===== src/rtl/ctrl_pkg.sv =====
// ctrl_pkg: shared encodings for the multi-cycle control unit.
// Holds instruction type/function codes, FSM state enum and datapath select codes.
package ctrl_pkg;

  // Instruction type field
  localparam logic [1:0] TYPE_R = 2'b00;
  localparam logic [1:0] TYPE_J = 2'b01;
  localparam logic [1:0] TYPE_I = 2'b10;
  localparam logic [1:0] TYPE_S = 2'b11;

  // R-type functions
  localparam logic [4:0] FN_R_AND = 5'd0;
  localparam logic [4:0] FN_R_ADD = 5'd1;
  localparam logic [4:0] FN_R_SUB = 5'd2;
  localparam logic [4:0] FN_R_CMP = 5'd3;

  // I-type functions
  localparam logic [4:0] FN_I_ANDI = 5'd0;
  localparam logic [4:0] FN_I_ADDI = 5'd1;
  localparam logic [4:0] FN_I_LW   = 5'd2;
  localparam logic [4:0] FN_I_SW   = 5'd3;
  localparam logic [4:0] FN_I_BEQ  = 5'd4;

  // J-type functions
  localparam logic [4:0] FN_J_J   = 5'd0;
  localparam logic [4:0] FN_J_JAL = 5'd1;

  // S-type functions
  localparam logic [4:0] FN_S_SLL  = 5'd0;
  localparam logic [4:0] FN_S_SRL  = 5'd1;
  localparam logic [4:0] FN_S_SLLV = 5'd2;
  localparam logic [4:0] FN_S_SRLV = 5'd3;

  // ALU operations
  localparam logic [3:0] ALU_AND = 4'd0;
  localparam logic [3:0] ALU_ADD = 4'd1;
  localparam logic [3:0] ALU_SUB = 4'd2;
  localparam logic [3:0] ALU_SLL = 4'd3;
  localparam logic [3:0] ALU_SRL = 4'd4;

  // PC source select
  localparam logic [1:0] PC_SRC_INC    = 2'b00;
  localparam logic [1:0] PC_SRC_BRANCH = 2'b01;
  localparam logic [1:0] PC_SRC_JUMP   = 2'b10;
  localparam logic [1:0] PC_SRC_STACK  = 2'b11;

  // ALU operand B select
  localparam logic [1:0] SRC_B_RS2 = 2'b00;
  localparam logic [1:0] SRC_B_IMM = 2'b01;
  localparam logic [1:0] SRC_B_SA  = 2'b10;

  typedef enum logic [2:0] {
    ST_IF   = 3'd0,
    ST_ID   = 3'd1,
    ST_EX   = 3'd2,
    ST_MEM  = 3'd3,
    ST_WB   = 3'd4,
    ST_HALT = 3'd5
  } state_t;

endpackage


===== src/rtl/ctrl_decode.sv =====
// ctrl_decode: pure combinational classification of (inst_type, inst_function)
// into legality, instruction class flags and the execute-stage datapath selects.
module ctrl_decode
  import ctrl_pkg::*;
(
  input  logic [1:0] inst_type,
  input  logic [4:0] inst_function,
  output logic       legal,
  output logic       is_load,
  output logic       is_store,
  output logic       is_branch,
  output logic       is_jump,
  output logic       is_link,
  output logic [3:0] alu_op,
  output logic [1:0] alu_src_b,
  output logic       ext_sign,
  output logic       writes_reg
);

  // Decode table; anything not listed falls to the illegal default
  always_comb begin
    legal      = 1'b1;
    is_load    = 1'b0;
    is_store   = 1'b0;
    is_branch  = 1'b0;
    is_jump    = 1'b0;
    is_link    = 1'b0;
    alu_op     = ALU_AND;
    alu_src_b  = SRC_B_RS2;
    ext_sign   = 1'b0;
    writes_reg = 1'b0;
    case (inst_type)
      TYPE_R: begin
        writes_reg = 1'b1;
        case (inst_function)
          FN_R_AND: alu_op = ALU_AND;
          FN_R_ADD: alu_op = ALU_ADD;
          FN_R_SUB: alu_op = ALU_SUB;
          FN_R_CMP: alu_op = ALU_SUB;
          default: begin
            legal      = 1'b0;
            writes_reg = 1'b0;
          end
        endcase
      end
      TYPE_I: begin
        case (inst_function)
          FN_I_ANDI: begin
            alu_op     = ALU_AND;
            alu_src_b  = SRC_B_IMM;
            writes_reg = 1'b1;
          end
          FN_I_ADDI: begin
            alu_op     = ALU_ADD;
            alu_src_b  = SRC_B_IMM;
            ext_sign   = 1'b1;
            writes_reg = 1'b1;
          end
          FN_I_LW: begin
            alu_op     = ALU_ADD;
            alu_src_b  = SRC_B_IMM;
            ext_sign   = 1'b1;
            is_load    = 1'b1;
            writes_reg = 1'b1;
          end
          FN_I_SW: begin
            alu_op    = ALU_ADD;
            alu_src_b = SRC_B_IMM;
            ext_sign  = 1'b1;
            is_store  = 1'b1;
          end
          FN_I_BEQ: begin
            // compare is rs1 - rs2; the signed imm_14 feeds the branch target
            alu_op    = ALU_SUB;
            ext_sign  = 1'b1;
            is_branch = 1'b1;
          end
          default: legal = 1'b0;
        endcase
      end
      TYPE_J: begin
        case (inst_function)
          FN_J_J:   is_jump = 1'b1;
          FN_J_JAL: begin
            is_jump = 1'b1;
            is_link = 1'b1;
          end
          default: legal = 1'b0;
        endcase
      end
      default: begin
        writes_reg = 1'b1;
        case (inst_function)
          FN_S_SLL: begin
            alu_op    = ALU_SLL;
            alu_src_b = SRC_B_SA;
          end
          FN_S_SRL: begin
            alu_op    = ALU_SRL;
            alu_src_b = SRC_B_SA;
          end
          FN_S_SLLV: alu_op = ALU_SLL;
          FN_S_SRLV: alu_op = ALU_SRL;
          default: begin
            legal      = 1'b0;
            writes_reg = 1'b0;
          end
        endcase
      end
    endcase
  end

endmodule


===== src/rtl/multicycle_ctrl.sv =====
// multicycle_ctrl: fetch/decode/execute/memory/writeback sequencer for the 32-bit core.
// Optional build macro ILLEGAL_TRAP_EN: illegal encodings halt the core instead of
// executing as a NOP.
//
// state | meaning
// IF    | instruction fetch, request held until mem_ready
// ID    | decode; jumps complete here, illegal encodings handled here
// EX    | ALU operation; BEQ resolves here
// MEM   | data access for LW/SW, request held until mem_ready
// WB    | register write-back and PC update
// HALT  | core stopped, only reset leaves
module multicycle_ctrl
  import ctrl_pkg::*;
#(
  parameter int unsigned MEM_TIMEOUT = 15
) (
  input  logic       clk,
  input  logic       rst_n,
  input  logic [1:0] inst_type,
  input  logic [4:0] inst_function,
  input  logic       stop_bit,
  input  logic       alu_zero,
  input  logic       mem_ready,
  input  logic       stack_empty,
  output logic       mem_req,
  output logic       mem_we,
  output logic       mem_is_inst,
  output logic       ir_load,
  output logic       pc_write,
  output logic [1:0] pc_src,
  output logic       stack_push,
  output logic       stack_pop,
  output logic       reg_write,
  output logic [3:0] alu_op,
  output logic [1:0] alu_src_b,
  output logic       ext_sign,
  output logic       wb_sel,
  output logic       halted,
  output logic       illegal,
  output logic       timeout
);

  localparam logic [3:0] WAIT_LOAD = 4'(MEM_TIMEOUT - 1);

  state_t     state_q, state_d;
  logic       active_q;
  logic [3:0] wait_cnt_q;
  logic       wait_tc;

  logic       dec_legal, dec_load, dec_store, dec_branch, dec_jump, dec_link;
  logic       dec_ext_sign, dec_writes_reg;
  logic [3:0] dec_alu_op;
  logic [1:0] dec_alu_src_b;

  logic       fin_halt, fin_pop;
  logic [1:0] fin_pc_src;
  state_t     fin_next;

  ctrl_decode u_decode (
    .inst_type     (inst_type),
    .inst_function (inst_function),
    .legal         (dec_legal),
    .is_load       (dec_load),
    .is_store      (dec_store),
    .is_branch     (dec_branch),
    .is_jump       (dec_jump),
    .is_link       (dec_link),
    .alu_op        (dec_alu_op),
    .alu_src_b     (dec_alu_src_b),
    .ext_sign      (dec_ext_sign),
    .writes_reg    (dec_writes_reg)
  );

  // Finish rule shared by every non-jump, non-taken instruction end
  assign fin_halt   = stop_bit & stack_empty;
  assign fin_pop    = stop_bit & ~stack_empty;
  assign fin_pc_src = fin_pop ? PC_SRC_STACK : PC_SRC_INC;
  assign fin_next   = fin_halt ? ST_HALT : ST_IF;

  assign wait_tc = (wait_cnt_q == 4'd0);

  // State register; active_q keeps all outputs quiet until the first edge after reset release
  always_ff @(posedge clk or negedge rst_n) begin
    if (!rst_n) begin
      state_q  <= ST_IF;
      active_q <= 1'b0;
    end else begin
      state_q  <= state_d;
      active_q <= 1'b1;
    end
  end

  // Memory wait down-counter: reloads on any state change, counts while a request is stalled
  always_ff @(posedge clk or negedge rst_n) begin
    if (!rst_n) begin
      wait_cnt_q <= WAIT_LOAD;
    end else if (!active_q || (state_d != state_q)) begin
      wait_cnt_q <= WAIT_LOAD;
    end else if ((state_q == ST_IF || state_q == ST_MEM) && !mem_ready && !wait_tc) begin
      wait_cnt_q <= wait_cnt_q - 4'd1;
    end
  end

  // Next-state logic
  always_comb begin
    state_d = state_q;
    if (active_q) begin
      case (state_q)
        ST_IF: begin
          if (mem_ready)    state_d = ST_ID;
          else if (wait_tc) state_d = ST_HALT;
        end
        ST_ID: begin
          if (!dec_legal) begin
`ifdef ILLEGAL_TRAP_EN
            state_d = ST_HALT;
`else
            state_d = fin_next;
`endif
          end else if (dec_jump) begin
            state_d = ST_IF;
          end else begin
            state_d = ST_EX;
          end
        end
        ST_EX: begin
          if (dec_branch)                 state_d = alu_zero ? ST_IF : fin_next;
          else if (dec_load || dec_store) state_d = ST_MEM;
          else                            state_d = ST_WB;
        end
        ST_MEM: begin
          if (mem_ready)    state_d = dec_load ? ST_WB : fin_next;
          else if (wait_tc) state_d = ST_HALT;
        end
        ST_WB:   state_d = fin_next;
        ST_HALT: state_d = ST_HALT;
        default: state_d = ST_HALT;
      endcase
    end
  end

  // Output decode from state (branch choice and handshake completions look at inputs)
  always_comb begin
    mem_req     = 1'b0;
    mem_we      = 1'b0;
    mem_is_inst = 1'b0;
    ir_load     = 1'b0;
    pc_write    = 1'b0;
    pc_src      = PC_SRC_INC;
    stack_push  = 1'b0;
    stack_pop   = 1'b0;
    reg_write   = 1'b0;
    alu_op      = ALU_AND;
    alu_src_b   = SRC_B_RS2;
    ext_sign    = 1'b0;
    wb_sel      = 1'b0;
    halted      = 1'b0;
    illegal     = 1'b0;
    timeout     = 1'b0;
    if (active_q) begin
      case (state_q)
        ST_IF: begin
          mem_req     = 1'b1;
          mem_is_inst = 1'b1;
          if (mem_ready)    ir_load = 1'b1;
          else if (wait_tc) timeout = 1'b1;
        end
        ST_ID: begin
          if (!dec_legal) begin
            illegal = 1'b1;
`ifndef ILLEGAL_TRAP_EN
            pc_write  = ~fin_halt;
            pc_src    = fin_pc_src;
            stack_pop = fin_pop;
`endif
          end else if (dec_jump) begin
            pc_write   = 1'b1;
            pc_src     = PC_SRC_JUMP;
            stack_push = dec_link;
          end
        end
        ST_EX: begin
          alu_op    = dec_alu_op;
          alu_src_b = dec_alu_src_b;
          ext_sign  = dec_ext_sign;
          if (dec_branch) begin
            if (alu_zero) begin
              pc_write = 1'b1;
              pc_src   = PC_SRC_BRANCH;
            end else begin
              pc_write  = ~fin_halt;
              pc_src    = fin_pc_src;
              stack_pop = fin_pop;
            end
          end
        end
        ST_MEM: begin
          mem_req = 1'b1;
          mem_we  = dec_store;
          if (mem_ready) begin
            if (dec_store) begin
              pc_write  = ~fin_halt;
              pc_src    = fin_pc_src;
              stack_pop = fin_pop;
            end
          end else if (wait_tc) begin
            timeout = 1'b1;
          end
        end
        ST_WB: begin
          reg_write = dec_writes_reg;
          wb_sel    = dec_load;
          pc_write  = ~fin_halt;
          pc_src    = fin_pc_src;
          stack_pop = fin_pop;
        end
        ST_HALT: halted = 1'b1;
        default: halted = 1'b1;
      endcase
    end
  end

endmodule


===== config.mk =====
export PLATFORM = sky130hd
export DESIGN_NAME = multicycle_ctrl
export DESIGN_NICKNAME = d
export VERILOG_FILES = /design/src/rtl/ctrl_pkg.sv /design/src/rtl/ctrl_decode.sv /design/src/rtl/multicycle_ctrl.sv
export SDC_FILE = /design/constraint.sdc
export NUM_CORES = 1
export LEC_CHECK = 0
export CELL_PAD_IN_SITES_DETAIL_PLACEMENT = 2
export CELL_PAD_IN_SITES_GLOBAL_PLACEMENT = 2
export CORE_ASPECT_RATIO = 0.7
export CORE_MARGIN = 8
export CORE_UTILIZATION = 22
export DETAILED_ROUTE_END_ITERATION = 8
export PLACE_DENSITY_LB_ADDON = 0.3
export SLEW_MARGIN = 10
export SYNTH_ARGS = -nofsm -noshare
export SYNTH_HDL_FRONTEND = slang
export SYNTH_SLANG_ARGS = --single-unit

===== constraint.sdc =====
create_clock -name clk -period 2.3 [get_ports clk]
set_input_delay 0.23 -clock clk [delete_from_list [all_inputs] [get_ports clk]]
set_output_delay 0.23 -clock clk [all_outputs]
set_load 0.03 [all_outputs]

==> summary.md, run 1 <==
| Metric | Value |
|---|---|
| Fin crit period | `2.24 ns` |
| GPL Wtd Cong | `0.845` |
| Setup Viol. Count Final | `0` |
| Detail Placement HPWL | `4.24 mm` |
| Residual DRC | `0` |
| Cells after Synth | `153` |
| Sequential cell area fraction in the yosys report | `18.9%` |
| Final ANT Viol Nets | `0` |
| # H-tree levels | `1` |
| DP Cell Count | `283` |
| Asr flop ratio synth | `100%` |
| Syn Std Cell Area | `0.00108 mm^2` |
| #FFs+latches synth | `8` |
| Post-synth top cells | `21 x nor2_1, 15 x nand2_1, 10 x o21ai_0, 8 x a21oi_1, 7 x nor3_1` |
| Overflow after GRT | `0` |
| Tcrit/Tclk final | `97.3%` |
| Vias per cell | `4.94` |
| Average wire per standard cell | `18.9 um` |
| ANT cells | `0` |
| Largest net degree at the start of global routing | `13` |
| GRT Total Usage | `15.1%` |
| Actual slew at the worst max-slew pin | `0.508 ns` |
| Buffers on Ports | `32` |
| Initial antenna violation count | `0` |
| CTS root buf | `clkbuf_8` |
| Initial DRT Pass Iterations | `4` |
| Die ar. | `0.00743 mm^2` |
| Clock tree from TritonCTS | `done` |
| Clk pin slew, worst setup/hold paths | `0.05 ns` |
| P_leak | `0.832 nW` |
| Critical R2R Launch | `state_q[0]` |
| DIE HEIGHT | `74.5 um` |
| FF/Latch Area | `206 um^2` |
| Reg2reg setup slack | `0.06 ns` |
| CP required | `2.42 ns` |
| Final setup margin | `0.0610 ns` |
| EDFF count, synth | `0` |
| Fill cell count | `542` |
| # hold bufs at CTS | `0` |
| IO Pins | `34` |
| WL final | `5.53 mm` |
| Netlist cell types | `47` |
| Origin of the worst setup path | `state_q[0]` |
| Worst Setup EP | `wait_cnt_q[0]` |
| Overall Power | `0.000995 W` |
| Hold Fails Final Rpt | `0` |
| Total power per unit cell area | `512 mW/mm^2` |
| Die X-Extent | `99.6 um` |
| Final setup skew | `0.00374 ns` |
| Post-Place Setup Slack | `-0.553 ns` |
| Bufs on Longest Clock Path | `2` |
| Yosys warnings | `0` |
| RSZ-0062 raised after global routing | `yes` |
| Yosys top cell area share | `11.6%` |
| Number of DRC markers in iteration 0 | `57` |
| Status | `finished clean` |
| Hold Path Class | `input port to asynchronous set/reset pin` |
| Crit path DAT | `2.35 ns` |
| Post-Syn Area per Cell | `7.04 um^2` |
| Top FF cell, synth | `dfrtp_1` |
| Top post-synthesis cells by area | `dfrtp_1 12%, dfstp_2 7.3%, nor2_1 7.3%` |
| R2R Path End | `wait_cnt_q[0]` |
| Final Non-Filler Cells | `293` |
| Critical Path Sink Type | `flip-flop` |
| Max-cap violations | `0` |
| Clock sinks | `8` |
| Setup CP Type | `flip-flop to flip-flop` |
| Relative slew slack | `65.8%` |
| Synth Net Count | `171` |
| Std cell rows | `21` |
| Routed via count | `1448` |
| Fmax achieved | `447 MHz` |
| Later-pin clock latency in the skew report | `0.23 ns` |
| Share of cells above drive strength 1 | `45.1%` |
| Worst vdd ir | `0.000208 V` |
| Footprint of the multi-input gates | `976 um^2` |
| Final core occ | `40.9%` |
| CTS buffer count | `3` |
| Core Area | `0.00476 mm^2` |
| Post-synth top area cell | `dfrtp_1` |
| CP startpoint kind | `flip-flop` |
| First-pass GRT wire length | `8.91 mm` |
| Number of global-route vias before repair | `1689` |
| Starting Density | `22.7%` |
| Final Slew Violations | `0` |
| Fin Hold WS | `0.282 ns` |
| Final #Nets | `243` |
| Reg2Reg Depth | `6` |
| Area Growth Syn to Fin | `80.4%` |
| Most frequent cell after synthesis | `nor2_1` |
| Worst-path fanout max | `12` |
-- flip-flops by register name (all words and copies together) (netlist names) --
register	cells
state_q	3
wait_cnt_q	4
active_q	1
-- area by class of cell --
| class | instances | area share, % |
|---|---|---|
| multi-input cells | 131 | 50.2 |
| repair buffers | 76 | 31.4 |
| flip-flops and latches | 8 | 10.6 |
| well taps | 69 | 4.44 |
| clock buffers | 4 | 2.32 |
| inverters | 5 | 0.966 |
-- critical path, cell delays in order (launching register included) --
cell and delay, ns:
dfrtp_2 0.51, nor3b_1 0.37, nand2_1 0.14, o311ai_2 0.37
nand2b_2 0.22, mux2_4 0.32, and4_1 0.19
-- placed cells by master, fill, tap and decap left out, types with 4 or more instances in the layout --
cell type	count
nand2_1	15
o21ai_0	4
nand4_1	5
nor3_1	7
buf_4	58
clkdlybuf4s50_1	9
nor2_1	19
dlygate4sd2_1	4
o21ai_1	4
a21oi_1	5
nand3_1	4
-- kinds of logic after synthesis --
kind of cell	synth area share (%)
muxes	2.32
DFF	18.9
buffers and inverters	6.27
xor gates and xnor gates	4.07
other	0.697
and+or+nand+nor	41.9
AOI/OAI and AO/OA	20.0
adders and majority gates	5.81
-- how the worst min path moves through the flow --
| stage | endpoint | slack (ns) |
|---|---|---|
| finish | active_q | 0.28 |
| CTS | state_q[2] | 0.29 |
| detailed placement | state_q[2] | 0.53 |
| floorplan | active_q | -0.07 |
| global placement | wait_cnt_q[0] | 0.52 |
| global route | wait_cnt_q[0] | 0.30 |
-- routing by layer --
metal	wire [um]	GRT usage (%)	vias to the layer above	share of wire, %
met5	0	0	-	0
met4	72	3.01	0	1.3
met3	217	3.36	6	3.9
met2	2720	27.9	31	49
met1	2530	17.7	722	46
li1	-	-	689	-
-- report_power, final --
part	switching (W)	internal [W]
Sequential	0.0000553	0.000160
Combinational	0.000312	0.000286
Clock	0.0000598	0.000121
-- through the flow --
step,setup TNS (ns),cell area [um^2]
floorplan,0,1080
global placement,-2.34,1680
detailed placement,-3.74,1680
CTS,0,1860
global route,-0.0953,1940
finish,0,1940
-- timing repair --
action | in CTS | in global routing
pin swaps | 8 | 9
gates resized for setup | 38 | 15
buffers inserted | 2 | 4
cloned | 0 | 0
setup endpoints to repair | 10 | 12
Power figures use the tool's default switching activity.
==> run 2: changes to the inputs <==
Settings changed: CAP_MARGIN from default to 20.
==> results of run 2 <==
The final DEF is identical to that of run 1; final timing and power are the same.
